## config.mk

```make
export PLATFORM = sky130hd
export DESIGN_NAME = mem_a_skew_buf_flat
export DESIGN_NICKNAME = d
export VERILOG_FILES = /design/src/rtl/mem_a_skew_buf_if.sv /design/src/rtl/mem_a_skew_buf.sv /design/src/flat_wrapper.sv
export SDC_FILE = /design/constraint.sdc
export NUM_CORES = 2
export LEC_CHECK = 0
export CORE_ASPECT_RATIO = 0.6
export CORE_MARGIN = 5
export CORE_UTILIZATION = 56
export DETAILED_ROUTE_END_ITERATION = 7
export GPL_TIMING_DRIVEN = 0
export PLACE_DENSITY = 0.82
export RECOVER_POWER = 25
export SYNTH_ARGS = -nofsm -noshare
export SYNTH_HDL_FRONTEND = slang
export SYNTH_SLANG_ARGS = --single-unit
```

## constraint.sdc

```tcl
create_clock -name clk -period 4.65 [get_ports clk]
set_clock_uncertainty 0.05 [all_clocks]
set_input_delay 0.6975 -clock clk [delete_from_list [all_inputs] [get_ports clk]]
set_output_delay 0.6975 -clock clk [all_outputs]
set_load 0.02 [all_outputs]
```

## src/rtl/mem_a_skew_buf_if.sv

```systemverilog
// Host/feeder bundle for the skewed A-operand buffer: row writes, swap/start
// handshake and the per-row operand stream toward the systolic array.
interface mem_a_skew_buf_if #(
  parameter int BITS_AB = 8,
  parameter int DIM     = 8,
  parameter int ROWS    = 8
);
  localparam int RW = (ROWS > 1) ? $clog2(ROWS) : 1;

  logic                            wr_en;
  logic [RW-1:0]                   wr_row;
  logic [DIM-1:0][BITS_AB-1:0]     wr_data;
  logic                            swap;
  logic                            swap_ack;
  logic                            start;
  logic                            en;
  logic                            busy;
  logic                            done;
  logic [ROWS-1:0][BITS_AB-1:0]    Aout;
  logic [ROWS-1:0]                 Aout_vld;

  modport master (
    output wr_en, wr_row, wr_data, swap, start, en,
    input  swap_ack, busy, done, Aout, Aout_vld
  );

  modport slave (
    input  wr_en, wr_row, wr_data, swap, start, en,
    output swap_ack, busy, done, Aout, Aout_vld
  );
endinterface

```

## src/rtl/mem_a_skew_buf.sv

```systemverilog
// Ping-pong A-tile buffer: host fills the shadow bank while the active bank
// streams out as a diagonal wavefront (row r lagging r cycles when SKEW=1).
module mem_a_skew_buf #(
  parameter int BITS_AB = 8,
  parameter int DIM     = 8,
  parameter int ROWS    = 8,
  parameter int SKEW    = 1
) (
  input  logic             clk,
  input  logic             rst,
  mem_a_skew_buf_if.slave  bus
);
  localparam int L  = DIM + SKEW * (ROWS - 1);
  localparam int CW = (L > 1) ? $clog2(L) : 1;
  localparam int RW = (ROWS > 1) ? $clog2(ROWS) : 1;
  localparam logic [CW-1:0] CNT_LAST = CW'(L - 1);

  typedef enum logic {IDLE, STREAM} state_t;

  state_t                        state_reg, state_next;
  logic [CW-1:0]                 cnt_reg, cnt_next;
  logic                          sel_reg, sel_next;
  logic                          pend_reg, pend_next;
  logic [DIM-1:0][BITS_AB-1:0]   bank0_reg [ROWS];
  logic [DIM-1:0][BITS_AB-1:0]   bank1_reg [ROWS];
  logic [ROWS-1:0][BITS_AB-1:0]  aout_reg, aout_next, row_val;
  logic [ROWS-1:0]               vld_reg, vld_next, row_hit;
  logic                          done_reg, done_next;
  logic                          ack_reg;
  logic                          do_swap;
  logic                          wr_ok;
  logic                          last;

  assign last    = (cnt_reg == CNT_LAST);
  // A swap is only ever performed from IDLE, either fresh or deferred from a stream.
  assign do_swap = (state_reg == IDLE) && (bus.swap || pend_reg);
  assign wr_ok   = bus.wr_en && (int'(bus.wr_row) < ROWS);

  // Writes always hit the bank that is not currently selected (pre-swap shadow).
  always_ff @(posedge clk) begin
    if (rst) begin
      for (int r = 0; r < ROWS; r++) begin
        bank0_reg[r] <= '0;
        bank1_reg[r] <= '0;
      end
    end else if (wr_ok) begin
      for (int r = 0; r < ROWS; r++) begin
        if (bus.wr_row == RW'(r)) begin
          if (sel_reg) bank0_reg[r] <= bus.wr_data;
          else         bank1_reg[r] <= bus.wr_data;
        end
      end
    end
  end

  // Per-row element pick: column k = cnt - SKEW*row, blank outside 0..DIM-1.
  for (genvar gi = 0; gi < ROWS; gi++) begin : g_row
    localparam int OFS = SKEW * gi;
    int                            k;
    logic [DIM-1:0][BITS_AB-1:0]   act_row;
    logic                          hit;
    logic [BITS_AB-1:0]            val;

    assign k       = int'(cnt_reg) - OFS;
    assign act_row = sel_reg ? bank1_reg[gi] : bank0_reg[gi];

    always_comb begin
      hit = (k >= 0) && (k < DIM);
      val = '0;
      for (int c = 0; c < DIM; c++) begin
        if (k == c) val = act_row[c];
      end
    end

    assign row_hit[gi] = hit;
    assign row_val[gi] = val;
  end

  always_ff @(posedge clk) begin
    if (rst) begin
      state_reg <= IDLE;
      cnt_reg   <= '0;
      sel_reg   <= 1'b0;
      pend_reg  <= 1'b0;
      aout_reg  <= '0;
      vld_reg   <= '0;
      done_reg  <= 1'b0;
      ack_reg   <= 1'b0;
    end else begin
      state_reg <= state_next;
      cnt_reg   <= cnt_next;
      sel_reg   <= sel_next;
      pend_reg  <= pend_next;
      aout_reg  <= aout_next;
      vld_reg   <= vld_next;
      done_reg  <= done_next;
      ack_reg   <= do_swap;
    end
  end

  always_comb begin
    state_next = state_reg;
    cnt_next   = cnt_reg;
    sel_next   = sel_reg;
    pend_next  = pend_reg;
    case (state_reg)
      IDLE: begin
        if (do_swap) begin
          sel_next  = ~sel_reg;
          pend_next = 1'b0;
        end
        if (bus.start) begin
          state_next = STREAM;
          cnt_next   = '0;
        end
      end
      STREAM: begin
        if (bus.swap) pend_next = 1'b1;
        if (bus.en) begin
          if (last) begin
            state_next = IDLE;
            cnt_next   = '0;
          end else begin
            cnt_next = cnt_reg + CW'(1);
          end
        end
      end
      default: state_next = IDLE;
    endcase
  end

  always_comb begin
    aout_next = aout_reg;
    vld_next  = vld_reg;
    done_next = 1'b0;
    case (state_reg)
      IDLE: begin
        aout_next = '0;
        vld_next  = '0;
      end
      STREAM: begin
        if (bus.en) begin
          aout_next = row_val;
          vld_next  = row_hit;
          done_next = last;
        end
      end
      default: begin
        aout_next = '0;
        vld_next  = '0;
      end
    endcase
  end

  assign bus.busy     = (state_reg == STREAM);
  assign bus.done     = done_reg;
  assign bus.swap_ack = ack_reg;
  assign bus.Aout     = aout_reg;
  assign bus.Aout_vld = vld_reg;
endmodule

```

## src/flat_wrapper.sv

```systemverilog
// flat-port wrapper written by rule: the top's interface ports become plain ports
module mem_a_skew_buf_flat 
#(
  parameter int BITS_AB = 8,
  parameter int DIM     = 8,
  parameter int ROWS    = 8,
  parameter int SKEW    = 1
)
  (clk, rst, bus_wr_en, bus_wr_row, bus_wr_data, bus_swap, bus_start, bus_en, bus_swap_ack, bus_busy, bus_done, bus_Aout, bus_Aout_vld);
  mem_a_skew_buf_if #(.BITS_AB(BITS_AB), .DIM(DIM), .ROWS(ROWS)) bus_i ();
  input  logic clk;
  input  logic rst;
  input wire logic [$bits(bus_i.wr_en)-1:0] bus_wr_en;
  input wire logic [$bits(bus_i.wr_row)-1:0] bus_wr_row;
  input wire logic [$bits(bus_i.wr_data)-1:0] bus_wr_data;
  input wire logic [$bits(bus_i.swap)-1:0] bus_swap;
  input wire logic [$bits(bus_i.start)-1:0] bus_start;
  input wire logic [$bits(bus_i.en)-1:0] bus_en;
  output wire logic [$bits(bus_i.swap_ack)-1:0] bus_swap_ack;
  output wire logic [$bits(bus_i.busy)-1:0] bus_busy;
  output wire logic [$bits(bus_i.done)-1:0] bus_done;
  output wire logic [$bits(bus_i.Aout)-1:0] bus_Aout;
  output wire logic [$bits(bus_i.Aout_vld)-1:0] bus_Aout_vld;
  assign bus_i.wr_en = bus_wr_en;
  assign bus_i.wr_row = bus_wr_row;
  assign bus_i.wr_data = bus_wr_data;
  assign bus_i.swap = bus_swap;
  assign bus_i.start = bus_start;
  assign bus_i.en = bus_en;
  assign bus_swap_ack = bus_i.swap_ack;
  assign bus_busy = bus_i.busy;
  assign bus_done = bus_i.done;
  assign bus_Aout = bus_i.Aout;
  assign bus_Aout_vld = bus_i.Aout_vld;
  mem_a_skew_buf #(.BITS_AB(BITS_AB), .DIM(DIM), .ROWS(ROWS), .SKEW(SKEW)) u_core (.clk(clk), .rst(rst), .bus(bus_i));
endmodule
```

==> summary.txt <==
Timing
  – TNS Setup: -2.982 ns
  – Final Hold Fails: 0
  – Final Slew Violations: 0
  – Final setup margin: -0.2156 ns
  – Crit share post-route: 104.6%
  – Crit path time final: 4.866 ns
  – # setup viols final: 75
  – Fmax: 0.2055 GHz
  – Slew HR: 6.068%
  – Tightest Pin Transition: 1.409 ns
  – RSZ-0062 raised after global routing: false

Status
  – Status: finished, violations left
  – Failing checks: setup timing

Place
  – Input/output buffers: 146
  – GP Congestion: 1.039
  – Placed Cells: 4945
  – Placed cell areas: 0.05165 mm^2
  – Post-placement worst setup slack: -0.4293 ns
  – Hpwl dp: 124000 um

Layout
  – Most common cell after layout, fill and taps aside: edfxtp_1
  – Fin nets: 3982
  – Final core utilization: 64.20%
  – Final std cells w/o fill: 5136
  – Commonest non-fill, non-tap cells in the layout: 1024 x edfxtp_1, 810 x nor2_1, 296 x mux2i_1, 187 x clkbuf_1, 147 x mux2_2
  – Share of cells above drive strength 1: 12.85%
  – Finished Cell Area: 0.05487 mm^2
  – Synth-to-Final Area Change: 13.82%

Critical path
  – WP data arrival: 5.38 ns
  – Worst-path cell chain: buf_2, inv_2, ha_1, clkbuf_1, nor2b_1, buf_1, a211oi_1, o221ai_1, nand3_1, o21ai_1, a211oi_1
  – Worst path required time: 5.16 ns
  – Largest delay contributor family on the critical path: buffers and inverters
  – WS Path Type: flip-flop to flip-flop
  – Largest stage delay on the critical path: 0.76 ns
  – Worst Setup SP: u_core.cnt_reg[2]
  – Startpoint types: flip-flop
  – Worst setup EP type: flip-flop
  – CP most frequent cell: a211oi_1
  – Reg2reg start: u_core.cnt_reg[2]
  – Buf/Inv on CP: 4
  – Worst path slowest cell: clkbuf_1
  – Worst-path maximum fanout: 14

Detailed routing
  – Vias post-DR: 35194
  – Routed wire length: 174100 um
  – First DRT Iteration DRCs: 7257
  – Via density per instance: 6.852
  – Final ANT Viol Nets: 0
  – Number of DRC violations after detailed routing: 0
  – DR pass1 iterations: 6
  – Per-cell routed wire length: 33.90 um

GRT
  – Largest net degree at the start of global routing: 65
  – Tot GR Track Use: 36.77%
  – Vias in the first global route: 31842
  – Initial antenna violation count: 12
  – First-pass GRT wire length: 238500 um
  – Global route overflow: 0

Clock network
  – Total CTS buffers: 99
  – CTS Buffer Depth: 3
  – Clk_lat worst skew: 0.73 ns
  – # H-tree levels: 3
  – CTS sink count: 1105
  – TritonCTS clock tree: yes
  – Post-cts gate resize count: 0
  – Clock root buffer: clkbuf_16
  – Clock transition at the registers of the reported paths: 0.07 ns
  – Post-CTS setup buffers: 0
  – Hold Buf Count CTS: 0

Floorplanning
  – Horiz. Die Dim: 388.8 um
  – DIE AREA: 0.09225 mm^2
  – Die Span Y: 237.3 um
  – Initial core utilization: 56.40%
  – Num rows: 83
  – Io pins: 148
  – Core footprint: 0.08547 mm^2

Yosys
  – Register area share after synthesis: 67.15%
  – Post-Synthesis Net Count: 3719
  – Post-synthesis cell count: 3636
  – Yosys warns: 0
  – Post-synth EDFFs: 1024
  – Ys async rst share: 0%
  – Mean Syn Cell Area: 13.26 um^2
  – Synthesized flop and latch total: 1105
  – Mapped Area: 0.04821 mm^2
  – Synth cell types: 82
  – Most used flip-flop cell after synthesis: edfxtp_1

Power and ir drop
  – Leakage: 0.01941 uW
  – Pwr dens: 398.8 mW/mm^2
  – Peak VDD IR: 356.5 uV

Flow run
  – Max Cap Viol: 0

Worst hold path
  – Hold path start: u_core.bus.Aout[62]
  – Hold Crit Class: flip-flop to flip-flop
where the power goes:
group | total (uW) | switching (uW) | leakage (uW) | internal, uW
clock | 8500 | 3810 | 0.00160 | 4680
combinational | 1940 | 1360 | 0.00657 | 577
sequential | 11400 | 135 | 0.0112 | 11300
total | 21900 | 5310 | 0.0194 | 16600
layout make-up:
cell class | count | area, um^2
Clock buffer | 133 | 2770
Buffer | 303 | 1505
Clock inverter | 52 | 491.7
Fill cell | 6265 | 30600
Sequential cell | 1105 | 32370
Inverter | 69 | 259.0
Antenna cell | 6 | 15.01
Timing Repair Buffer | 162 | 1879
Multi-Input combinational cell | 2159 | 14140
Tap cell | 1147 | 1435
metal layers:
layer,part of all wire (%),GRT usage (%),vias to the layer above,wire [um]
met3,21,20.99,484,36700
met4,3.6,10.88,18,6209
met1,37,52.96,17181,63820
met5,0.073,0,-,127
li1,-,-,13913,-
met2,39,47.05,3598,67260
tightest hold or removal path, cell delays in order (launching register included):
cell and delay (ns):
dfxtp_1 0.31, nand2_1 0.05, a21oi_1 0.05
through the flow:
step / hold slack [ns] / total power, uW
global placement: 0.3947 / 13420
floorplan: 0.3888 / 12630
CTS: 0.4083 / 21670
detailed placement: 0.3996 / 13480
global route: 0.4192 / 22230
finish: 0.4001 / 21880
worst paths after layout:
kind,cells after the start,slack [ns],end
hold reg to reg,2,0.40,u_core.bus.Aout[62]
hold / removal,2,0.40,u_core.bus.Aout[62]
setup / recovery,11,-0.22,u_core.bus.Aout[21]
setup reg to reg,11,-0.22,u_core.bus.Aout[21]
cell families after synthesis:
logic type | after synthesis | share of synthesized area, %
flip-flops | 1105 | 67.15
AO/OA/AOI/OAI | 567 | 7.862
buffers and inverters | 372 | 3.779
multiplexers | 476 | 11.12
AND/OR/NAND/NOR | 1101 | 9.684
XOR/XNOR | 5 | 0.1454
adder cells (fa/ha/maj) | 10 | 0.2595
synthesized netlist by cell type (5+ instances only):
library cell  number  area (um^2)
a311oi_1           6        52.55
or3_1             10        62.56
o221ai_1          37        324.1
nand2_1           78        292.8
o21a_1             7        52.55
mux2i_1          296         2963
a22o_1            15        131.4
nand3_1           28        140.1
inv_1             65        244.0
mux2_2           147         1655
buf_6             22        247.7
nand2b_1          86        538.0
buf_1             36        135.1
a211oi_1          39        292.8
nor3_1            27        135.1
buf_2             75        375.4
a21oi_1          131        655.6
buf_4             35        262.8
a211o_1            5        43.79
o22ai_1           40        250.2
o32ai_1           19        166.4
ha_1              10        125.1
o2bb2ai_1          6        52.55
a32o_1             7        70.07
a221oi_1          24        210.2
o22ai_2            6        75.07
dfxtp_1           81         1622
o21ai_0           81        405.4
a31oi_1           11        68.82
o221a_2            5        56.30
nor2b_1           23        143.9
nor3_2             5        50.05
o211ai_1           8        60.06
clkbuf_1         131        491.7
mux4_2            33        743.2
a22oi_1           27        202.7
o31ai_1            7        52.55
nor2_1           810         3040
o21ai_1           64        320.3
edfxtp_1        1024        30750
No activity file was read; power rests on OpenSTA's default activity.
